<file path="src/rtl/serial_tx_framer_if.sv">
// Load/serial-line bundle for serial_tx_framer: the source drives the payload
// handshake, the framer drives load_ready and the flop-driven line outputs.
interface serial_tx_framer_if #(
   parameter int WIDTH = 8
);
   logic [WIDTH-1:0] data_in;
   logic             load_valid;
   logic             load_ready;
   logic             d_out;
   logic             busy;
   logic             done;

   modport master (
      output data_in, load_valid,
      input  load_ready, d_out, busy, done
   );

   modport slave (
      input  data_in, load_valid,
      output load_ready, d_out, busy, done
   );
endinterface

</file>
<file path="src/rtl/serial_tx_framer.sv">
// Parallel-to-serial frame transmitter: start(0), WIDTH data bits LSB-first,
// optional even parity (define SERIAL_TX_PARITY_EN), stop(1); BAUD_DIV clocks per bit.
module serial_tx_framer #(
   parameter int WIDTH    = 8,
   parameter int BAUD_DIV = 4
) (
   input  logic               clock,
   input  logic               reset,
   serial_tx_framer_if.slave  bus
);

   localparam logic [2:0] IDLE   = 3'd0;
   localparam logic [2:0] START  = 3'd1;
   localparam logic [2:0] DATA   = 3'd2;
`ifdef SERIAL_TX_PARITY_EN
   localparam logic [2:0] PARITY = 3'd3;
`endif
   localparam logic [2:0] STOP   = 3'd4;

   localparam logic [7:0] BAUD_LAST = 8'(BAUD_DIV - 1);
   localparam logic [5:0] LAST_BIT  = 6'(WIDTH - 1);

   logic [2:0]       r_state;
   logic [WIDTH-1:0] r_shift;
   logic [7:0]       r_baud_cnt;
   logic [5:0]       r_bit_cnt;
   logic             r_dout;
   logic             r_busy;
   logic             r_done;
`ifdef SERIAL_TX_PARITY_EN
   logic             r_parity;
`endif
   logic             w_bit_end;

   assign w_bit_end      = (r_baud_cnt == 8'd0);
   assign bus.load_ready = (r_state == IDLE) && !reset;
   assign bus.d_out      = r_dout;
   assign bus.busy       = r_busy;
   assign bus.done       = r_done;

   always_ff @(posedge clock) begin
      if (reset) begin
         r_state    <= IDLE;
         r_shift    <= '0;
         r_baud_cnt <= '0;
         r_bit_cnt  <= '0;
         r_dout     <= 1'b1;
         r_busy     <= 1'b0;
         r_done     <= 1'b0;
`ifdef SERIAL_TX_PARITY_EN
         r_parity   <= 1'b0;
`endif
      end else begin
         r_done <= 1'b0;
         case (r_state)
            IDLE: begin
               if (bus.load_valid) begin
                  r_shift    <= bus.data_in;
`ifdef SERIAL_TX_PARITY_EN
                  r_parity   <= ^bus.data_in;
`endif
                  r_state    <= START;
                  r_dout     <= 1'b0;
                  r_busy     <= 1'b1;
                  r_baud_cnt <= BAUD_LAST;
                  r_bit_cnt  <= '0;
               end
            end
            START: begin
               if (w_bit_end) begin
                  r_state    <= DATA;
                  r_dout     <= r_shift[0];
                  r_shift    <= r_shift >> 1;
                  r_baud_cnt <= BAUD_LAST;
               end else begin
                  r_baud_cnt <= r_baud_cnt - 8'd1;
               end
            end
            DATA: begin
               if (w_bit_end) begin
                  r_baud_cnt <= BAUD_LAST;
                  if (r_bit_cnt == LAST_BIT) begin
`ifdef SERIAL_TX_PARITY_EN
                     r_state <= PARITY;
                     r_dout  <= r_parity;
`else
                     r_state <= STOP;
                     r_dout  <= 1'b1;
                     r_done  <= (BAUD_DIV == 1);
`endif
                  end else begin
                     r_bit_cnt <= r_bit_cnt + 6'd1;
                     r_dout    <= r_shift[0];
                     r_shift   <= r_shift >> 1;
                  end
               end else begin
                  r_baud_cnt <= r_baud_cnt - 8'd1;
               end
            end
`ifdef SERIAL_TX_PARITY_EN
            PARITY: begin
               if (w_bit_end) begin
                  r_state    <= STOP;
                  r_dout     <= 1'b1;
                  r_done     <= (BAUD_DIV == 1);
                  r_baud_cnt <= BAUD_LAST;
               end else begin
                  r_baud_cnt <= r_baud_cnt - 8'd1;
               end
            end
`endif
            STOP: begin
               // done is registered, so it is raised one edge ahead of the last stop cycle
               if (w_bit_end) begin
                  r_state <= IDLE;
                  r_dout  <= 1'b1;
                  r_busy  <= 1'b0;
               end else begin
                  r_baud_cnt <= r_baud_cnt - 8'd1;
                  r_done     <= (r_baud_cnt == 8'd1);
               end
            end
            default: begin
               r_state <= IDLE;
               r_dout  <= 1'b1;
               r_busy  <= 1'b0;
            end
         endcase
      end
   end

endmodule

</file>
<file path="src/flat_wrapper.sv">
// flat-port wrapper written by rule: the top's interface ports become plain ports
module serial_tx_framer_flat 
#(
   parameter int WIDTH    = 8,
   parameter int BAUD_DIV = 4
)
  (clock, reset, bus_data_in, bus_load_valid, bus_load_ready, bus_d_out, bus_busy, bus_done);
  serial_tx_framer_if #(.WIDTH(WIDTH)) bus_i ();
  input  logic clock;
  input  logic reset;
  input wire logic [$bits(bus_i.data_in)-1:0] bus_data_in;
  input wire logic [$bits(bus_i.load_valid)-1:0] bus_load_valid;
  output wire logic [$bits(bus_i.load_ready)-1:0] bus_load_ready;
  output wire logic [$bits(bus_i.d_out)-1:0] bus_d_out;
  output wire logic [$bits(bus_i.busy)-1:0] bus_busy;
  output wire logic [$bits(bus_i.done)-1:0] bus_done;
  assign bus_i.data_in = bus_data_in;
  assign bus_i.load_valid = bus_load_valid;
  assign bus_load_ready = bus_i.load_ready;
  assign bus_d_out = bus_i.d_out;
  assign bus_busy = bus_i.busy;
  assign bus_done = bus_i.done;
  serial_tx_framer #(.WIDTH(WIDTH), .BAUD_DIV(BAUD_DIV)) u_core (.clock(clock), .reset(reset), .bus(bus_i));
endmodule
</file>
<file path="config.mk">
export PLATFORM = sky130hd
export DESIGN_NAME = serial_tx_framer_flat
export DESIGN_NICKNAME = d
export VERILOG_FILES = /design/src/rtl/serial_tx_framer_if.sv /design/src/rtl/serial_tx_framer.sv /design/src/flat_wrapper.sv
export SDC_FILE = /design/constraint.sdc
export NUM_CORES = 1
export LEC_CHECK = 0
export ABC_CLOCK_PERIOD_IN_PS = 4000
export CAP_MARGIN = 20
export CORE_MARGIN = 8
export CORE_UTILIZATION = 60
export CTS_CLUSTER_DIAMETER = 100
export DETAILED_ROUTE_END_ITERATION = 16
export GPL_TIMING_DRIVEN = 0
export PLACE_DENSITY = 0.83
export SLEW_MARGIN = 15
export SYNTH_ARGS = -nofsm -noshare
export SYNTH_HDL_FRONTEND = slang
export SYNTH_SLANG_ARGS = --single-unit
</file>
<file path="constraint.sdc">
create_clock -name clock -period 4 [get_ports clock]
set_input_delay 0.6 -clock clock [delete_from_list [all_inputs] [get_ports clock]]
set_output_delay 0.6 -clock clock [all_outputs]
set_load 0.01 [all_outputs]
</file>
; ---- Yosys cells after proc, flatten, opt, wreduce, memory -nomap -nowiden
; Cells that the tools add are included.
; W data, S select, Z words.
[word_totals]
register_bits = 28
in_bits = 11
[classes]
addsub = 2
n_eq_ne = 12
muxes = 28
bitwise_logic = 2
reduce_logical = 15
[ops]
columns = cell, n
row1 = $mux W8, 7
row2 = $pmux W8 S3, 2
row3 = $mux W6, 3
row4 = $mux W3, 5
row5 = $pmux W3 S4, 1
row6 = $pmux W6 S2, 1
row7 = $reduce_and A5 Y1, 2
row8 = $eq A8 B1 Y1 const B, 1
row9 = $logic_not A8 Y1, 1
row10 = $ne A2 B1 Y1 const B, 4
row11 = $reduce_and A4 Y1, 2
row12 = $sub A8 B1 Y8 const B, 1
row13 = $mux W1, 7
row14 = $add A6 B1 Y6 const B, 1
row15 = $eq A6 B3 Y1 const B, 1
row16 = $ne A2 B2 Y1 const B, 3
row17 = $reduce_and A3 Y1, 2
row18 = $reduce_bool A3 Y1, 2
row19 = $pmux W1 S4, 1
row20 = $eq A3 B1 Y1 const B, 1
row21 = $eq A3 B2 Y1 const B, 1
row22 = $eq A3 B3 Y1 const B, 1
row23 = $logic_not A3 Y1, 1
row24 = $pmux W1 S3, 1
row25 = 6 further kinds, 7

; ---- Longest topological paths before layout
; Gate-level depths: netlist of the first run.
[depth]
word_depth = 4
mapped_depth = 7
ltp_nobuf = 7

; ---- Worst setup path before layout of the first run
; No wires, ideal clock.
[synth_path]
kind = register to register
from = reg u_core.r_baud_cnt[0]
to = reg u_core.r_shift[0]
setup_time_ps = 128
t_arrival_ps = 1739
t_required_ps = 3872
path_slack_ps = 2133
path_stages_with_launch = 8
path_buffers = 0
cell_sequence = dfxtp_1 -> inv_1 -> ha_1 -> or3b_2 -> o22ai_1 -> o211ai_2 -> mux2i_1 -> nor2_1
[synth_via]
elab_chain_len = 3
word_cells_on_any_way = 4
[synth_lines]
columns = item, line_no
row1 = from (decl), serial_tx_framer.sv:25  ; logic [7:0] r_baud_cnt;
row2 = from (signal assigned), serial_tx_framer.sv:76  ; r_baud_cnt <= r_baud_cnt - 8'd1;
row3 = from (signal assigned), serial_tx_framer.sv:97  ; r_baud_cnt <= r_baud_cnt - 8'd1;
row4 = from (signal assigned), serial_tx_framer.sv:119  ; r_baud_cnt <= r_baud_cnt - 8'd1;
row5 = $logic_not A8 Y1 (*), serial_tx_framer.sv:35  ; assign w_bit_end = (r_baud_cnt == 8'd0);
row6 = $ne A2 B1 Y1 (no source line), -
row7 = $reduce_and A5 Y1 (no source line) (*), -
row8 = to (signal assigned), serial_tx_framer.sv:58  ; r_shift <= bus.data_in;
row9 = to (signal assigned), serial_tx_framer.sv:73  ; r_shift <= r_shift >> 1;
row10 = to (signal assigned), serial_tx_framer.sv:94  ; r_shift <= r_shift >> 1;
row11 = to (decl), serial_tx_framer.sv:24  ; logic [WIDTH-1:0] r_shift;
; Every way passes the cells marked *; elsewhere a longest branch is shown, timed or not.
; A chain may end at the register's enable or synchronous reset.

; ---- Worst setup path in the final report of the first run
[layout_path]
from = in reset
to = out bus_load_ready
[layout_via]
elab_chain_len = 2
[layout_lines]
columns = item, line_no
row1 = from (decl), flat_wrapper.sv:10  ; input logic reset;
row2 = $logic_not A1 Y1, serial_tx_framer.sv:36  ; assign bus.load_ready = (r_state == IDLE) && !reset;
row3 = $logic_and A1 B1 Y1, serial_tx_framer.sv:36
row4 = to (decl), flat_wrapper.sv:13  ; output wire logic [$bits(bus_i.load_ready)-1:0] bus_load_ready;
; Every way passes these cells.

==> flow_metrics.tcl, run 1 <==
set metrics [dict create \
    syn-cell-area_um2 1521 \
    row_count 18 \
    totalPowerFinal_mw 1.115 \
    drt-pass1-iter-count 4 \
    sw_frac_of_total_pct 41.43 \
    fp.dieArea_um2 4403 \
    ys_types 44 \
    clk_pin_slew_ns 0.15 \
    synthesis.nets 190 \
    synth_mux_area_share_pct 11.84 \
    area_growth_pct 13.16 \
    wirelength_um 3176 \
    synth_compound_gate_area_share_pct 16.61 \
    fill_cells 193 \
    synth_area_leaders "dfxtp_1 37%, nor2_1 6.9%, mux2i_1 5.9%, mux2_2 5.9%, xor2_1 2.9%" \
    start_util_pct 62.55 \
    async_reset_ff_share_pct 0 \
    p_clk_share_pct 10.6 \
    crit_fanout 5 \
    multi_input_area_um2 905.9 \
    fp.coreArea_um2 2432 \
    antenna_left 0 \
    die_h_um 66.36 \
    cts_tree "done" \
    cts_sinks 28 \
    crit_top_cell "clkdlybuf4s50_1" \
    hp-class "flop to flop" \
    diodes 0 \
    synth_top_area_share_pct 36.84 \
    slowest_stage "clkdlybuf4s50_1" \
    fin_setup_tns_ns 0 \
    ir_drop_v 0.0004535 \
    worst_pin_slew_ns 0.6948 \
    end_kind "primary output" \
    fin_hold_ws_ns 0.4848 \
    p_leak_nw 0.6821 \
    p_seq_share_pct 36.1 \
    grt-ovfl-total 0 \
    clk_latency_ns 0.33 \
    fmax_ghz 0.3452 \
    intPower_mw 0.6530 \
    portBuffers 14 \
    first_global_vias 1317 \
    power.switching_mw 0.4619 \
    dr.first_iter.drc_count 68 \
    yosysWarnings 0 \
    period_needed_ns 2.897 \
    synth_edf_count 0 \
    ys_ff_latch 28 \
    antenna_found_initial 0 \
    cts-root-buf "clkbuf_4" \
    post-synth-top-area-cell "dfxtp_1" \
    regArea_um2 560.5 \
    synth_fa_ha_area_share_pct 2.467 \
    grt_setup_unrepaired "false" \
    fin_crit_sh_pct 72.42 \
    slowest_delay_ns 0.61 \
    slew_viol_final 0 \
    io_pins 15 \
    yosysSeqAreaShare_pct 36.84 \
    fin_nets 209 \
    wl_per_cell_um 14.24 \
    drive_gt1_share_pct 11.40 \
    powerDensity_nw_per_um2 647.6 \
    grt_start_max_net_pins 15 \
    yosys.area_share.simple_pct 24.59 \
    cts-htree-levels 1 \
    synth_top_family_by_area "simple AND/OR/NAND/NOR gates" \
    cts_resized 0 \
    clock_path_buffers 2 \
    slew_headroom_pct 53.51 \
    postCtsSetupRepairBufs 0 \
    combPwrFrac_pct 53.3 \
    synth_cells 176 \
    grt_pass1_wl_um 5623 \
    crit_chain "clkdlybuf4s50_1 > or2_2 > nor3_1 > clkdlybuf4s50_1" \
    drc 0 \
    grt.total_usage_pct 15.67 \
    cap_violations 0 \
    via_per_inst 6.094 \
    crit_type "input port to primary output" \
    skew_ns 0.009045 \
    postCtsHoldBufs 0 \
    worstPathRequired_ns 3.40 \
    die_x_um 66.36 \
    synth-xor-area-share_pct 4.030 \
    outcome "complete, no violations" \
    syn_avg_cell_area_um2 8.645 \
    synthFlopType "dfxtp_1" \
    cts_buffers 3 \
    dp_hpwl_um 2363 \
    gp_congestion 0.8282 \
    finalSetupViolCount 0 \
    critical_path_arrival_ns 2.30 \
    final_hold_viol_count 0 \
    cp-start-kind "input port" \
    vias 1359 \
]
[worst paths after layout]
check	startpoint	to	slack (ns)	cells past startpoint
worst max-delay path	reset	bus_load_ready	1.10	4
worst min-delay path	u_core.r_shift[7]	u_core.r_shift[7]	0.48	2
worst max register to register	u_core.r_baud_cnt[0]	u_core.r_shift[2]	1.93	7
worst min register to register	u_core.r_shift[7]	u_core.r_shift[7]	0.48	2
[worst max-delay path, delay by kind of cell]
family / cells / cell delay (ns)
simple gates: 2 / 0.62
buf+inv: 2 / 1.08
[cells in the mapped netlist, types with 2 or more instances]
cell and instances:
buf_2 2, nor3_1 8, nand3_1 5, inv_1 8, xor2_1 5, nor2_1 28
clkbuf_1 4, mux2i_1 9, xnor2_1 2, mux2_2 8, a21oi_1 7, o211ai_1 4
dfxtp_1 28, nor4_1 5, ha_1 3, nor2b_1 3, and3_1 2, a211oi_1 3
nand2_1 8, a31oi_1 2, o21ai_0 7, or2_2 3
[layer usage]
layer / vias to the layer above / share of wire [%] / track usage (%)
li1: 673 / - / -
met1: 630 / 44 / 17.99
met2: 49 / 49 / 26.30
met3: 7 / 5.2 / 3.390
met4: 0 / 1.7 / 8.533
met5: - / 0 / 0
[sequential cells by signal, summed over array words and instances, names as in the netlist]
register	flops
u_core.r_baud_cnt	8
u_core.r_state	3
u_core.bus.busy	1
u_core.r_bit_cnt	6
u_core.bus.done	1
u_core.bus.d_out	1
u_core.r_shift	8
[power groups by stage]
stage	combinational (mW)	clock, mW	sequential, mW
after floorplan	0.473	0	0.398
after global placement	0.571	0	0.404
after detailed placement	0.588	0	0.409
after CTS	0.594	0.120	0.401
after global routing	0.657	0.128	0.413
final	0.594	0.118	0.403
[cells by family after synthesis]
logic type	after synthesis
buffers and inverters	14
flip-flops	28
XOR/XNOR	7
AND/OR/NAND/NOR	71
AO/OA/AOI/OAI	36
multiplexers	17
adder cells (fa/ha/maj)	3
[placed cells by master (no fill, tap or decap), types with 2 or more instances in the layout]
cell and n:
nor2_1 28, dfxtp_1 28, clkdlybuf4s50_1 14, mux2i_1 9, inv_1 8, nor3_1 8
nand2_1 8, mux2_2 8, o21ai_0 7, a21oi_1 7, nor4_1 5, nand3_1 5
xor2_1 5, clkbuf_1 4, o211ai_1 4, or2_2 3, nor2b_1 3, a211oi_1 3
ha_1 3, clkbuf_4 3, buf_2 2, and3_1 2, a31oi_1 2, xnor2_1 2
[through the flow]
stage,utilization (%),instance area (µm²),std cells,worst slack [ns]
5_1_grt,70.78,1722,223,1.064
3_5_place_dp,69.86,1699,220,1.107
2_1_floorplan,-,1521,176,2.133
3_3_place_gp,69.86,1699,220,1.151
4_1_cts,70.78,1722,223,1.106
6_report,70.78,1722,223,1.103
[cell type report]
type,instances,area share (%)
flip-flops and latches,28,32.56
repair buffers,14,8.140
inverters,8,1.744
plain buffers,6,1.453
multi-input cells,134,52.62
well taps,30,2.180
clock buffers,3,1.308
No activity file was read; power rests on OpenSTA's default activity.
==> inputs of run 2 (changes only) <==
Settings changed: ABC_CLOCK_PERIOD_IN_PS 4000 to 2460, CORE_ASPECT_RATIO set to 2, CORE_UTILIZATION 60 to 50, PLACE_DENSITY 0.83 to 0.74.
Clock period 4 ns to 2.46 ns, I/O delays scaled along.
==> run 2 against run 1 <==
  * Power grew 80%
  * Largest cell class unchanged
  * Core utilization shrank 10 points
  * Critical path type is now flop to primary output
  * Highest routed layer unchanged
  * Clock power grew to 3.1 times the previous value
==> flow_metrics.tcl, run 2 (synthesized netlist as in run 1, its figures left out) <==
set metrics [dict create \
    die_x_um 55.01 \
    first_global_vias 1467 \
    drt-pass1-iter-count 4 \
    start_util_pct 51.70 \
    fin_crit_sh_pct 95.71 \
    clk_pin_slew_ns 0.10 \
    vias 1344 \
    clk_latency_ns 0.28 \
    top_regs "u_core.r_baud_cnt (8), u_core.r_shift (8), u_core.r_bit_cnt (6)" \
    via_per_inst 6.000 \
    worst_pin_slew_ns 0.7173 \
    cts-root-buf "clkbuf_8" \
    crit_type "flop to primary output" \
    area_growth_pct 16.69 \
    wl_per_cell_um 16.09 \
    worstPathRequired_ns 2.09 \
    cts_tree "done" \
    crit_fanout 10 \
    cap_violations 0 \
    antenna_found_initial 0 \
    ir_drop_v 0.0005256 \
    fp.dieArea_um2 5171 \
    row_count 28 \
    portBuffers 14 \
    fmax_ghz 0.4247 \
    powerDensity_nw_per_um2 1130 \
    grt.total_usage_pct 15.39 \
    io_pins 15 \
    wirelength_um 3604 \
    final_util_pct 60.33 \
    end_kind "primary output" \
    gp_congestion 0.9031 \
    slew_headroom_pct 52.00 \
    design_area_um2 1775 \
    drc 0 \
    diodes 0 \
    final_hold_viol_count 0 \
    finalSetupViolCount 0 \
    fin_setup_tns_ns 0 \
    skew_ns 0.003759 \
    mostFrequentLayoutCells "28 x nor2_1, 28 x dfxtp_1, 14 x clkdlybuf4s50_1, 9 x mux2i_1" \
    grt_pass1_wl_um 6258 \
    crit_chain "clkbuf_1 > or2_2 > nor3_2 > clkdlybuf4s50_1" \
    fin_nets 209 \
    die_h_um 94.01 \
    grt_start_max_net_pins 17 \
    grt_setup_unrepaired "false" \
    antenna_left 0 \
    slowest_stage "clkdlybuf4s50_1" \
    dp_hpwl_um 2813 \
    cts_buffers 3 \
    clock_path_buffers 2 \
    dr.first_iter.drc_count 31 \
    ff2ff_setup_slack_ns 0.32 \
    drive_gt1_share_pct 12.37 \
    hp-class "flop to flop" \
    critical_path_arrival_ns 1.99 \
    p_leak_nw 0.7065 \
    grt-ovfl-total 0 \
    fp.coreArea_um2 2943 \
    cp-start-kind "flop" \
    slew_viol_final 0 \
    cts_sinks 28 \
    outcome "complete, no violations" \
    slowest_delay_ns 0.58 \
    place_area_um2 1699 \
    fin_hold_ws_ns 0.5085 \
    period_needed_ns 2.354 \
    cts-htree-levels 1 \
    postCtsHoldBufs 0 \
]
-- run 2: changes by cell type in the layout (fill, tap and decap cells not counted), sizes merged --
cell | before | now
bufinv | 0 | 1
-- run 2: final cells by class --
class	instances	area (µm²)
sequential	28	560.5
buffer	6	25.02
fill	270	1167
timing repair buffer	14	140.1
inverter	8	30.03
multi-input combinational	134	910.9
clock inverter	1	30.03
tap	30	37.54
clock buffer	3	41.29
-- run 2: routing by layer --
| metal | vias up | routed length (µm) | GRT usage [%] |
|---|---|---|---|
| met5 | - | 0 | 0 |
| met2 | 20 | 2143 | 29.37 |
| met4 | 0 | 45 | 7.460 |
| li1 | 671 | - | - |
| met3 | 8 | 58 | 2.222 |
| met1 | 645 | 1356 | 14.29 |
-- run 2: per-stage QoR --
| step | std cells | power (mW) | worst slack (ns) |
|---|---|---|---|
| 5_1_grt | 224 | 2.152 | 0.05058 |
| 6_report | 224 | 2.006 | 0.1056 |
| 4_1_cts | 224 | 2.010 | 0.02611 |
| 3_3_place_gp | 220 | 1.601 | 0.06904 |
| 3_5_place_dp | 220 | 1.645 | 0.02238 |
| 2_1_floorplan | 176 | 1.417 | 0.5934 |
-- run 2: worst paths after layout --
check | start | cells past startpoint | endpoint
setup / recovery | u_core.r_state[2] | 4 | bus_load_ready
hold / removal | u_core.r_shift[4] | 2 | u_core.r_shift[4]
setup reg to reg | u_core.r_baud_cnt[0] | 7 | u_core.r_shift[6]
hold reg to reg | u_core.r_shift[4] | 2 | u_core.r_shift[4]
-- run 2: report_power, final --
part | switching [mW] | internal (mW) | leakage (nW)
Clock | 0.151 | 0.218 | 0.0357
Combinational | 0.540 | 0.439 | 0.442
Sequential | 0.0905 | 0.567 | 0.229
Total | 0.782 | 1.22 | 0.706
-- run 2: repair_timing --
action	in CTS	in global routing
resized for setup	0	1
setup endpoints to repair	0	1
setup buffers	0	0
-- run 2: critical path: cells and delay by family (launching register included) --
kind	cells	cell delay, ns
buf+inv	2	0.80
simple gates	2	0.58
flops	1	0.33
==> inputs of run 3 (changes only) <==
Settings changed: ABC_AREA set to 0, ABC_CLOCK_PERIOD_IN_PS 2460 to 2700, CORE_UTILIZATION 50 to 56, PLACE_DENSITY 0.74 to 0.79.
Clock period 2.46 ns to 2.7 ns, I/O delays scaled along.
==> run 3 against run 2 <==
  * Critical path depth unchanged
  * Register-to-register slack improved by 0.29 ns
  * Clock power decreased by 10%
  * Hold slack got worse by 0.029 ns
  * Via count decreased by 2.2%
  * Flip-flop and latch count unchanged
  * Setup slack improved by 0.13 ns
  * Sequential power decreased by 9.1%
  * First-iteration DRC count increased by 13%
  * Non-clock buffer count unchanged
  * Global-route usage decreased by 0.93 points
  * Routed wire length decreased by 12%
  * Critical path type is now input port to primary output
  * Largest cell class unchanged
==> flow_metrics.tcl, run 3 (synthesized netlist as in run 1, its figures left out) <==
set metrics [dict create \
    drc 0 \
    crit_chain "clkdlybuf4s50_1 > or2_2 > nor3_1 > clkdlybuf4s50_1" \
    start_util_pct 57.01 \
    portBuffers 14 \
    skew_ns 0.005448 \
    wirelength_um 3186 \
    worstPathRequired_ns 2.30 \
    worst_slack_ns 0.2326 \
    design_area_um2 1769 \
    postCtsHoldBufs 0 \
    period_needed_ns 2.467 \
    reg2reg_from "u_core.r_baud_cnt[0]" \
    ff2ff_setup_slack_ns 0.61 \
    gp_congestion 0.8716 \
    cts_tree "done" \
    drive_gt1_share_pct 11.86 \
    mostFrequentLayoutCells "28 x nor2_1, 28 x dfxtp_1, 14 x clkdlybuf4s50_1, 9 x mux2i_1" \
    top_regs "u_core.r_baud_cnt (8), u_core.r_shift (8), u_core.r_bit_cnt (6)" \
    cap_violations 0 \
    cts-root-buf "clkbuf_8" \
    p_leak_nw 0.7040 \
    outcome "complete, no violations" \
    hp-class "flop to flop" \
    antenna_left 0 \
    die_h_um 89.72 \
    clk_pin_slew_ns 0.09 \
    fp.coreArea_um2 2669 \
    grt-ovfl-total 0 \
    crit_fanout 5 \
    io_pins 15 \
    dp_cells 219 \
    critical_path_arrival_ns 2.06 \
    r2r-end "u_core.r_shift[0]" \
    final_hold_viol_count 0 \
    fin_setup_tns_ns 0 \
    fmax_ghz 0.4053 \
    end_kind "primary output" \
    dr.first_iter.drc_count 35 \
    slew_headroom_pct 54.41 \
    cts_sinks 28 \
    postCtsSetupRepairBufs 0 \
    area_growth_pct 16.28 \
    fp.dieArea_um2 4742 \
    final_util_pct 66.29 \
    ir_drop_v 0.0006442 \
    crit_family "buffers and inverters" \
    stdcell_count 223 \
    finalSetupViolCount 0 \
    crit_buf_inv 2 \
    cts_resized 0 \
    crit_type "input port to primary output" \
    pre_cts_slack_ns 0.2183 \
    fin_crit_sh_pct 91.39 \
    powerDensity_nw_per_um2 1022 \
    vias 1315 \
    dp_hpwl_um 2339 \
    totalPowerFinal_mw 1.808 \
    slowest_stage "clkdlybuf4s50_1" \
    place_area_um2 1698 \
    first_global_vias 1301 \
    r2r_cells 7 \
    slew_viol_final 0 \
    cts_buffers 3 \
    fin_hold_ws_ns 0.4791 \
    slowest_delay_ns 0.60 \
    wl_per_cell_um 14.29 \
    grt_setup_unrepaired "false" \
    diodes 0 \
    grt.total_usage_pct 14.46 \
    cp.depth 4 \
    cts-htree-levels 1 \
    row_count 27 \
    clock_path_buffers 2 \
    drt-pass1-iter-count 4 \
    endpoint "bus_load_ready" \
    grt_pass1_wl_um 5589 \
    cp-start-kind "input port" \
    antenna_found_initial 0 \
    clk_latency_ns 0.28 \
    crit_start "reset" \
    crit_top_cell "clkdlybuf4s50_1" \
    die_x_um 52.86 \
    via_per_inst 5.897 \
    fin_nets 209 \
    grt_start_max_net_pins 17 \
    worst_pin_slew_ns 0.6813 \
]
-- run 3: cell counts in the layout (fill, tap and decap cells not counted) --
No cell type changed its count.
-- run 3: layer usage --
layer | global-route usage [%] | vias to the layer above | part of all wire (%)
met3 | 2.310 | 5 | 3.7
met1 | 17.01 | 612 | 43
met2 | 23.72 | 29 | 51
met4 | 6.739 | 0 | 1.8
met5 | 0 | - | 0
li1 | - | 669 | -
-- run 3: power breakdown --
part / internal, mW / switching, mW
sequential: 0.517 / 0.0801
combinational: 0.398 / 0.481
clock: 0.199 / 0.134
-- run 3: worst min-delay path by stage --
stage	startpoint	end	slack (ns)	cells past startpoint
floorplan	u_core.r_shift[7]	u_core.r_shift[7]	0.45	2
global placement	u_core.r_shift[7]	u_core.r_shift[7]	0.46	2
detailed placement	u_core.r_shift[7]	u_core.r_shift[7]	0.46	2
CTS	u_core.r_shift[7]	u_core.r_shift[7]	0.48	2
global route	u_core.r_shift[7]	u_core.r_shift[7]	0.50	2
finish	u_core.r_shift[7]	u_core.r_shift[7]	0.48	2
-- run 3: final cells by class --
class	count	area, µm²
Clock buffer	3	41.29
Sequential cell	28	560.5
Buffer	6	25.02
Clock inverter	1	30.03
Inverter	8	30.03
Fill cell	235	899.6
Timing Repair Buffer	14	140.1
Tap cell	29	36.28
Multi-Input combinational cell	134	905.9
-- run 3: tightest hold or removal path, cell delays in order, from the launching register on --
cell	delay, ns
dfxtp_1	0.32
nand3b_1	0.07
nand2_1	0.05
